==> config.mk <==
export PLATFORM = sky130hd
export DESIGN_NAME = kamus_wb
export DESIGN_NICKNAME = d
export VERILOG_FILES = /design/src/rtl/kamus_wb.sv
export SDC_FILE = /design/constraint.sdc
export NUM_CORES = 1
export LEC_CHECK = 0
export CAP_MARGIN = 20
export CORE_ASPECT_RATIO = 1.4
export CORE_MARGIN = 2
export CORE_UTILIZATION = 36
export CTS_CLUSTER_DIAMETER = 150
export DETAILED_ROUTE_END_ITERATION = 16
export PLACE_DENSITY = 0.7
export SYNTH_ARGS = -nofsm -noshare
export SYNTH_HDL_FRONTEND = slang
export SYNTH_SLANG_ARGS = --single-unit
==> constraint.sdc <==
create_clock -name clk_i -period 6.17 [get_ports clk_i]
set_clock_uncertainty 0.15 [all_clocks]
set_input_delay 0.9255 -clock clk_i [delete_from_list [all_inputs] [get_ports clk_i]]
set_output_delay 0.9255 -clock clk_i [all_outputs]
set_load 0.01 [all_outputs]
==> src/rtl/kamus_wb.sv <==
// Writeback stage: MEM/WB pipeline register, final write-data select, register-file
// write port, WB-stage forwarding source and retire/taken-branch counters.
module kamus_wb #(
    parameter int unsigned XLEN  = 32,
    parameter int unsigned CNT_W = 64
) (
    input  logic             clk_i,
    input  logic             rst_i,
    input  logic             valid_i,
    input  logic             stall_i,
    input  logic             flush_i,
    input  logic             regfile_wr_en_i,
    input  logic [XLEN-1:0]  ex_rslt_i,
    input  logic [XLEN-1:0]  l1d_rd_data_i,
    input  logic [XLEN-1:0]  next_pc_i,
    input  logic [4:0]       rd_addr_i,
    input  logic [1:0]       wb_mux_sel_i,
    input  logic             is_branch_taken_i,
    output logic             rf_wr_en_o,
    output logic [4:0]       rf_wr_addr_o,
    output logic [XLEN-1:0]  rf_wr_data_o,
    output logic             fwd_valid_o,
    output logic [4:0]       fwd_rd_addr_o,
    output logic [XLEN-1:0]  fwd_data_o,
    output logic [CNT_W-1:0] instret_o,
    output logic [CNT_W-1:0] branch_cnt_o
);

    localparam int unsigned RA_W  = 5;
    localparam int unsigned SEL_W = 2;

    localparam logic [SEL_W-1:0] SEL_ALU  = 2'b00;
    localparam logic [SEL_W-1:0] SEL_LOAD = 2'b01;
    localparam logic [SEL_W-1:0] SEL_PC   = 2'b10;

    logic             valid_q,     valid_d;
    logic             wr_en_q,     wr_en_d;
    logic [RA_W-1:0]  rd_addr_q,   rd_addr_d;
    logic [SEL_W-1:0] sel_q,       sel_d;
    logic [XLEN-1:0]  ex_rslt_q,   ex_rslt_d;
    logic [XLEN-1:0]  ld_data_q,   ld_data_d;
    logic [XLEN-1:0]  next_pc_q,   next_pc_d;
    logic             br_taken_q,  br_taken_d;
    logic             done_q,      done_d;
    logic [CNT_W-1:0] instret_q,   instret_d;
    logic [CNT_W-1:0] branch_cnt_q, branch_cnt_d;

    logic             retire;
    logic             wr_ok;
    logic [XLEN-1:0]  wr_data;

    // MEM/WB capture; done marks an instruction that already retired while stalled
    always_comb begin
        valid_d    = valid_q;
        wr_en_d    = wr_en_q;
        rd_addr_d  = rd_addr_q;
        sel_d      = sel_q;
        ex_rslt_d  = ex_rslt_q;
        ld_data_d  = ld_data_q;
        next_pc_d  = next_pc_q;
        br_taken_d = br_taken_q;
        done_d     = done_q;
        if (rst_i) begin
            valid_d    = 1'b0;
            wr_en_d    = 1'b0;
            rd_addr_d  = '0;
            sel_d      = '0;
            ex_rslt_d  = '0;
            ld_data_d  = '0;
            next_pc_d  = '0;
            br_taken_d = 1'b0;
            done_d     = 1'b0;
        end else if (stall_i) begin
            done_d = done_q | valid_q;
        end else begin
            valid_d    = valid_i & ~flush_i;
            wr_en_d    = regfile_wr_en_i;
            rd_addr_d  = rd_addr_i;
            sel_d      = wb_mux_sel_i;
            ex_rslt_d  = ex_rslt_i;
            ld_data_d  = l1d_rd_data_i;
            next_pc_d  = next_pc_i;
            br_taken_d = is_branch_taken_i;
            done_d     = 1'b0;
        end
    end

    // Retire and taken-branch counters wrap freely
    always_comb begin
        instret_d    = instret_q;
        branch_cnt_d = branch_cnt_q;
        if (rst_i) begin
            instret_d    = '0;
            branch_cnt_d = '0;
        end else if (retire) begin
            instret_d = instret_q + CNT_W'(1);
            if (br_taken_q) begin
                branch_cnt_d = branch_cnt_q + CNT_W'(1);
            end
        end
    end

    always_ff @(posedge clk_i) begin
        valid_q      <= valid_d;
        wr_en_q      <= wr_en_d;
        rd_addr_q    <= rd_addr_d;
        sel_q        <= sel_d;
        ex_rslt_q    <= ex_rslt_d;
        ld_data_q    <= ld_data_d;
        next_pc_q    <= next_pc_d;
        br_taken_q   <= br_taken_d;
        done_q       <= done_d;
        instret_q    <= instret_d;
        branch_cnt_q <= branch_cnt_d;
    end

    always_comb begin
        wr_data = ex_rslt_q;
        case (sel_q)
            SEL_ALU:  wr_data = ex_rslt_q;
            SEL_LOAD: wr_data = ld_data_q;
            SEL_PC:   wr_data = next_pc_q;
            default:  wr_data = ex_rslt_q;
        endcase
    end

    assign retire = valid_q & ~done_q;
    assign wr_ok  = valid_q & wr_en_q & (rd_addr_q != RA_W'(0));

    assign rf_wr_en_o    = wr_ok & ~done_q;
    assign rf_wr_addr_o  = rd_addr_q;
    assign rf_wr_data_o  = wr_data;
    assign fwd_valid_o   = wr_ok;
    assign fwd_rd_addr_o = rd_addr_q;
    assign fwd_data_o    = wr_data;
    assign instret_o     = instret_q;
    assign branch_cnt_o  = branch_cnt_q;

endmodule

Word level (Yosys, flattened, before mapping) --
Cells that the tools add are included.
Word-level totals: output and inout bits 204, flip-flop bits (word level) 235, word-level logic and storage cells 28
Cells by class: muxes and demuxes 1, reductions and logical operators 3, bitwise operators 9, eq/ne operators 2, add/subtract/negate cells 2
Operators by type and width (count):
- 64-bit by 1-bit adder with 64-bit output, second input constant | 2
- 32-bit one-hot mux with 2 select lines | 1
- 1-bit bitwise AND | 5
- 5-bit nonzero test | 1
- 1-bit NOT | 3
- 2-bit by 1-bit equality test with 1-bit output, second input constant | 1
- 2-bit equality test, second input constant | 1
- 2-bit AND reduction | 1
- 2-bit OR reduction | 1
- 1-bit OR | 1

Logic depth before layout (Yosys ltp) --
Gate-level depths: netlist of the first run.
word-level depth 3, depth in mapped cells 8, mapped depth without buffers 6

Worst setup path before layout of the first run --
OpenSTA, ideal clock, no wires.
kind flip-flop to output port, start point register sel_q[0], end point output rf_wr_data_o[25], stages on the path, launching flop included 8, buffers on the path 3, data arrival time 1.573 ns, path slack 3.522 ns, cells stage by stage dfxtp_1 -> inv_1 -> ha_1 -> clkbuf_1 -> clkbuf_1 -> nand2_1 -> o21ai_0 -> buf_4
On the way: word-level cells in the longest chain between the ends 2, elaborated cells between the ends (all ways) 3, those cells by class 2 x eq/ne; 1 x mux
RTL lines:
- start, declared | line 39 | logic [SEL_W-1:0] sel_q, sel_d;
- start signal, assigned | line 107 | sel_q <= sel_d;
- 2-bit equality test / 2-bit by 1-bit equality test with 1-bit output (equally long branches) | line 119 | case (sel_q)
- 32-bit one-hot mux with 2 select lines * | line 119
- end, declared | line 21 | output logic [XLEN-1:0] rf_wr_data_o,
Mark *: on every way between the ends. The rest lies on a longest branch, timed or not.

Worst setup path in the final report of the first run --
start point register sel_q[0], end point output fwd_data_o[18]
On the way: word-level cells in the longest chain between the ends 2, elaborated cells between the ends (all ways) 3, those cells by class 2 x eq/ne; 1 x mux
RTL lines:
- 2-bit equality test / 2-bit by 1-bit equality test with 1-bit output (equally long branches) | line 119
- 32-bit one-hot mux with 2 select lines * | line 119
- end, declared | line 24 | output logic [XLEN-1:0] fwd_data_o,
Marks and branches as above.

==> results of run 1 <==
-- cells by family (layout without fill, tap and decap cells) --
family                     Yosys count  count (layout)  synth area share
AOI/OAI and AO/OA                  196             196             0.104
adders and majority gates            4               4           0.00467
DFF                                235             235             0.439
and+or+nand+nor                    520             520             0.250
muxes                              107             107             0.100
buffers and inverters              117             376            0.0541
xor gates and xnor gates            60              60            0.0490
-- flip-flops by register name (all words and copies together), names as in the netlist --
signal and count:
branch_cnt_o 64, instret_o 64, ex_rslt_q 32, ld_data_q 32, next_pc_q 32, fwd_rd_addr_o 5
sel_q 2, br_taken_q 1, done_q 1, valid_q 1, wr_en_q 1
-- per-layer routing --
layer	track usage	up-vias	wire length [um]
li1	-	4854	-
met1	0.222	4660	12300
met2	0.340	307	15500
met3	0.0476	48	2340
met4	0.0566	0	699
met5	0	-	0
-- power groups by stage --
stage | logic, mW | clock network [mW] | registers (mW)
after floorplan | 0.173 | 0 | 1.61
after global placement | 0.314 | 0 | 1.62
after detailed placement | 0.318 | 0 | 1.62
after CTS | 0.320 | 1.64 | 1.59
after global routing | 0.342 | 1.69 | 1.59
final | 0.315 | 1.60 | 1.59
-- how the worst min path moves through the flow --
stage                startpoint                to  slack, ns
6_report          instret_o[63]     instret_o[63]       0.34
5_1_grt            instret_o[1]      instret_o[1]       0.37
4_1_cts           instret_o[63]     instret_o[63]       0.34
3_5_place_dp   branch_cnt_o[61]  branch_cnt_o[61]       0.33
3_3_place_gp      instret_o[63]     instret_o[63]       0.32
2_1_floorplan      ex_rslt_q[0]      ex_rslt_q[0]       0.31
-- synthesized netlist by cell type --
library cell  count  share of area
or4_4             1         0.0010
nor2_1          180          0.063
nor4_4            4         0.0079
mux2_2            2         0.0021
buf_1            14         0.0049
inv_1            14         0.0049
or3_1            47          0.027
nor3_1           19         0.0089
nand3_2           2         0.0019
o21ai_0          77          0.036
nor4_2            7         0.0082
xnor2_1          35          0.029
a21oi_1          67          0.031
nor4_1           16         0.0093
and2_1            2         0.0012
or2_2             3         0.0017
or2_0             1        0.00058
nor3_2            1        0.00093
nor2b_1           9         0.0052
nand4b_1          2         0.0016
nand2b_1          2         0.0012
and4_1            4         0.0033
nand3b_1          2         0.0014
buf_4            37          0.026
o31ai_1          19          0.013
nand3_1          52          0.024
xor2_1           25          0.020
and3_1           12         0.0070
dfxtp_1         235           0.44
mux2i_1         105          0.098
nand4_1          39          0.023
a22oi_1          32          0.022
nor3b_1           2         0.0014
or4_1            24          0.017
ha_1              4         0.0047
buf_2             2        0.00093
nand4_2           2         0.0023
o311a_1           1        0.00093
clkbuf_1         50          0.017
nand2_1          87          0.030
-- worst min-delay path, stage by stage (launching register included) --
cell and delay (ns):
dfxtp_1 0.32, o21ai_0 0.07, a21oi_1 0.06
-- cell type report --
| cell class | count | share of cell area |
|---|---|---|
| multi-input cells | 887 | 0.370 |
| repair buffers | 316 | 0.215 |
| well taps | 380 | 0.0323 |
| clock inverters | 10 | 0.00722 |
| inverters | 14 | 0.00357 |
| flip-flops and latches | 235 | 0.320 |
| clock buffers | 36 | 0.0523 |
-- metrics by stage --
stage / instance area [um^2] / std cells / setup slack [ns] / power [mW] / util
5_1_grt: 14700 / 1878 / 1.97 / 3.62 / 0.503
2_1_floorplan: 10700 / 1239 / 3.52 / 1.78 / -
6_report: 14700 / 1878 / 2.18 / 3.50 / 0.503
3_5_place_dp: 13800 / 1832 / 2.65 / 1.94 / 0.473
3_3_place_gp: 13800 / 1832 / 2.65 / 1.93 / 0.473
4_1_cts: 14700 / 1878 / 2.06 / 3.54 / 0.503
==> reports/qor.csv, run 1 <==
metric,value,unit
p_sw_frac,0.234,
slowest_delay,0.95,ns
drtAntennaViolNets,0,
rows,74,
synthCells,1239,
p_int,2.68,mW
max_cap_viol_count,0,
cp_max_fo,64,
path_buf_inv,2,
max_clock_freq,251,MHz
io_buffers,313,
min_period,3.99,ns
worstSetupEndpointType,output port,
min_path_cells,2,
reg2reg_slack,3.05,ns
status,completed,
crit_path_end,fwd_data_o[18],
path_cells,"inv_1, ha_2, o21ai_0, clkdlybuf4s50_1",
dpl.hpwl,21700,um
area_delta_synth_final,37.3,%
ys_types,40,
clk_pin_slew_worst_paths,0.06,ns
cp-startpoint,sel_q[0],
final_max_slew_viol_count,0,
num-nets-final,1594,
firstDrtPassIters,5,
timing.rr.start,branch_cnt_o[39],
dieArea,31200,um^2
post_cts_buffers,0,
multi_input_area,5440,um^2
insertion_delay,0.54,ns
rsz0062_at_grt,no,
die_x,150,um
cts_tree,built,
power_density,238,nW/um^2
antenna_found_initial,0,
drt-total-wl,30900,um
wl_per_cell,16.4,um
drive_gt1_frac,0.0474,
synthesis.area,10700,um^2
path_class,flop to output port,
vias,9869,
drtIter0Drc,503,
max_slew.worst_pin.slew,1.01,ns
start_kind,flop,
cts.sinks,235,
ioPinCount,314,
p_comb_frac,0.090,
ys_seq_area_frac,0.439,
core_region_area,29300,um^2
synth_nets,1353,
hold_class,flop to flop,
postCtsHoldBufs,0,
vias_per_cell,5.26,
gp_congestion,0.777,
regArea,4700,um^2
grt_max_degree,152,
slowest_stage,ha_2,
synth-seq-cells,235,
r2r_end,branch_cnt_o[63],
cts_resized,0,
cts-buffers-inserted,26,
p_leak,5.11,nW
rr_worst_depth,5,
htreeDepth,1,
initial_core_util,0.367,
tns,0,ns
mostFrequentLayoutCell,clkdlybuf4s50_1,
clk_path_buf_depth,3,
cp_top_family,adder cells,
drc_errors,0,
overflow,0,
setup_violations,0,
postSynthAreaPerCell,8.66,um^2
critPathArrivalTime,2.91,ns
diodes,0,
nFillCells,2806,
worstPathRequired,5.09,ns
chipHeight,208,um
relSlewSlack,0.328,
worst_hold_slack,0.339,ns
power.switching,0.817,mW
cp.depth,4,
grtUsageTotal,0.191,
seq_power_share,0.454,
grt_pass1_wl,49100,um
vdd_ir_drop_max,0.215,mV
mostFrequentLayoutCells,"clkdlybuf4s50_1, dfxtp_1, nor2_1, mux2i_1, nand2_1",
ys.warnings.count,0,
hold_viol,0,
fin_crit_sh,0.646,
clockPowerShare,0.456,
grt_pass1_vias,9566,
cts_root_buf,clkbuf_16,
Note: power is estimated with default switching activity, not from simulation.
==> inputs of run 2 (changes only) <==
==> constraint.sdc (replaced) <==
create_clock -name clk_i -period 3.7 [get_ports clk_i]
set_clock_uncertainty 0.15 [all_clocks]
set_input_delay 0.555 -clock clk_i [delete_from_list [all_inputs] [get_ports clk_i]]
set_output_delay 0.555 -clock clk_i [all_outputs]
set_load 0.01 [all_outputs]
==> run 2 against run 1 <==
Against the previous run:
- total power up 76%
- setup slack got worse by 1.9 ns
- combinational power increased by 71%
- sequential share of layout area shrank 0.50 points
- critical endpoint is now rf_wr_data_o[18]
- largest cell class unchanged
- flip-flop and latch count is the same
- final area rose by 1.6%
- highest routed layer is now met5
- first-iteration DRC count is 22% lower
==> reports/qor.csv, run 2 (synthesized netlist as in run 1, its figures left out) <==
metric,value,unit
status,completed,
tns,0,ns
overflow,0,
hold_viol,0,
num-nets-final,1605,
gp_congestion,0.812,
grtUsageTotal,0.192,
firstDrtPassIters,5,
vias_per_cell,5.21,
min_path_cells,2,
p_leak,5.23,nW
insertion_delay,0.53,ns
drive_gt1_frac,0.0570,
wl_per_cell,16.5,um
relSlewSlack,0.501,
rows,74,
cts_root_buf,clkbuf_16,
htreeDepth,1,
grt_pass1_wl,49200,um
setup_violations,0,
worstSetupEndpointType,output port,
power_density,411,nW/um^2
core_region_area,29300,um^2
fin_crit_sh,0.917,
die_x,150,um
drc_errors,0,
grt_pass1_vias,9387,
path_cells,"inv_1, ha_2, a22oi_1, o21ai_0, clkdlybuf4s50_1",
vias,9852,
max_clock_freq,295,MHz
mostFrequentLayoutCells,"clkdlybuf4s50_1, dfxtp_1, nor2_1, mux2i_1, nand2_1",
final_max_slew_viol_count,0,
dpl.hpwl,22900,um
hold_class,flop to flop,
final_util,0.511,
ioPinCount,314,
drtIter0Drc,393,
path_class,flop to output port,
slowest_stage,clkdlybuf4s50_1,
cp_max_fo,19,
rsz0062_at_grt,no,
grt_max_degree,95,
critPathArrivalTime,2.69,ns
rr_worst_depth,5,
max_cap_viol_count,0,
dieArea,31200,um^2
post_cts_buffers,0,
area_delta_synth_final,39.4,%
min_period,3.39,ns
cts_resized,0,
drtAntennaViolNets,0,
antenna_found_initial,1,
cp.depth,5,
clk_path_buf_depth,3,
clk_pin_slew_worst_paths,0.06,ns
cts.sinks,235,
drt-total-wl,31300,um
chipHeight,208,um
path_buf_inv,2,
cp_top_family,buffers and inverters,
diodes,0,
worst_hold_slack,0.347,ns
cts-buffers-inserted,25,
mostFrequentLayoutCell,clkdlybuf4s50_1,
io_buffers,313,
start_kind,flop,
initial_core_util,0.367,
max_slew.worst_pin.slew,0.748,ns
cts_tree,built,
slowest_delay,0.65,ns
vdd_ir_drop_max,0.383,mV
postCtsHoldBufs,0,
worstPathRequired,2.99,ns
==> run 2: report_power, final <==
group,switching (mW),internal [mW],total [mW]
clock,1.10,1.87,2.96
sequential,0.0494,2.60,2.65
combinational,0.243,0.296,0.539
total,1.39,4.76,6.15
==> run 2: metrics by stage <==
step,instances,instance area [um^2],power [mW],setup slack [ns]
3_3_place_gp,1844,14000,3.24,0.820
3_5_place_dp,1844,14000,3.25,0.814
5_1_grt,1890,15000,6.37,0.171
2_1_floorplan,1239,10700,2.97,1.42
6_report,1890,15000,6.15,0.307
4_1_cts,1890,15000,6.22,0.219
==> run 2: worst reg2reg max path, cell delays in order (launching register included) <==
cell	delay (ns)
dfxtp_1	0.46
nand4_1	0.29
nor4_2	0.52
nand3_1	0.58
or4_1	0.68
a21oi_1	0.14
==> run 2: layer usage <==
layer,GRT usage,wire length (um),part of all wire
met4,0.0491,563,0.018
met1,0.220,12400,0.40
met3,0.0467,2290,0.073
met5,0,11,0.00035
met2,0.351,16000,0.51
==> run 2: path summary, 6_finish.rpt <==
| path | to | from | slack, ns |
|---|---|---|---|
| max | rf_wr_data_o[18] | sel_q[0] | 0.31 |
| min | instret_o[1] | instret_o[1] | 0.35 |
| max reg2reg | instret_o[59] | instret_o[10] | 0.81 |
| min reg2reg | instret_o[1] | instret_o[1] | 0.35 |
==> run 2: layout make-up <==
class | count | area, um^2
Fill cell | 2802 | 14300
Multi-Input combinational cell | 887 | 5440
Sequential cell | 235 | 4700
Timing Repair Buffer | 328 | 3300
Clock buffer | 28 | 667
Tap cell | 380 | 475
Clock inverter | 18 | 317
Inverter | 14 | 52.6
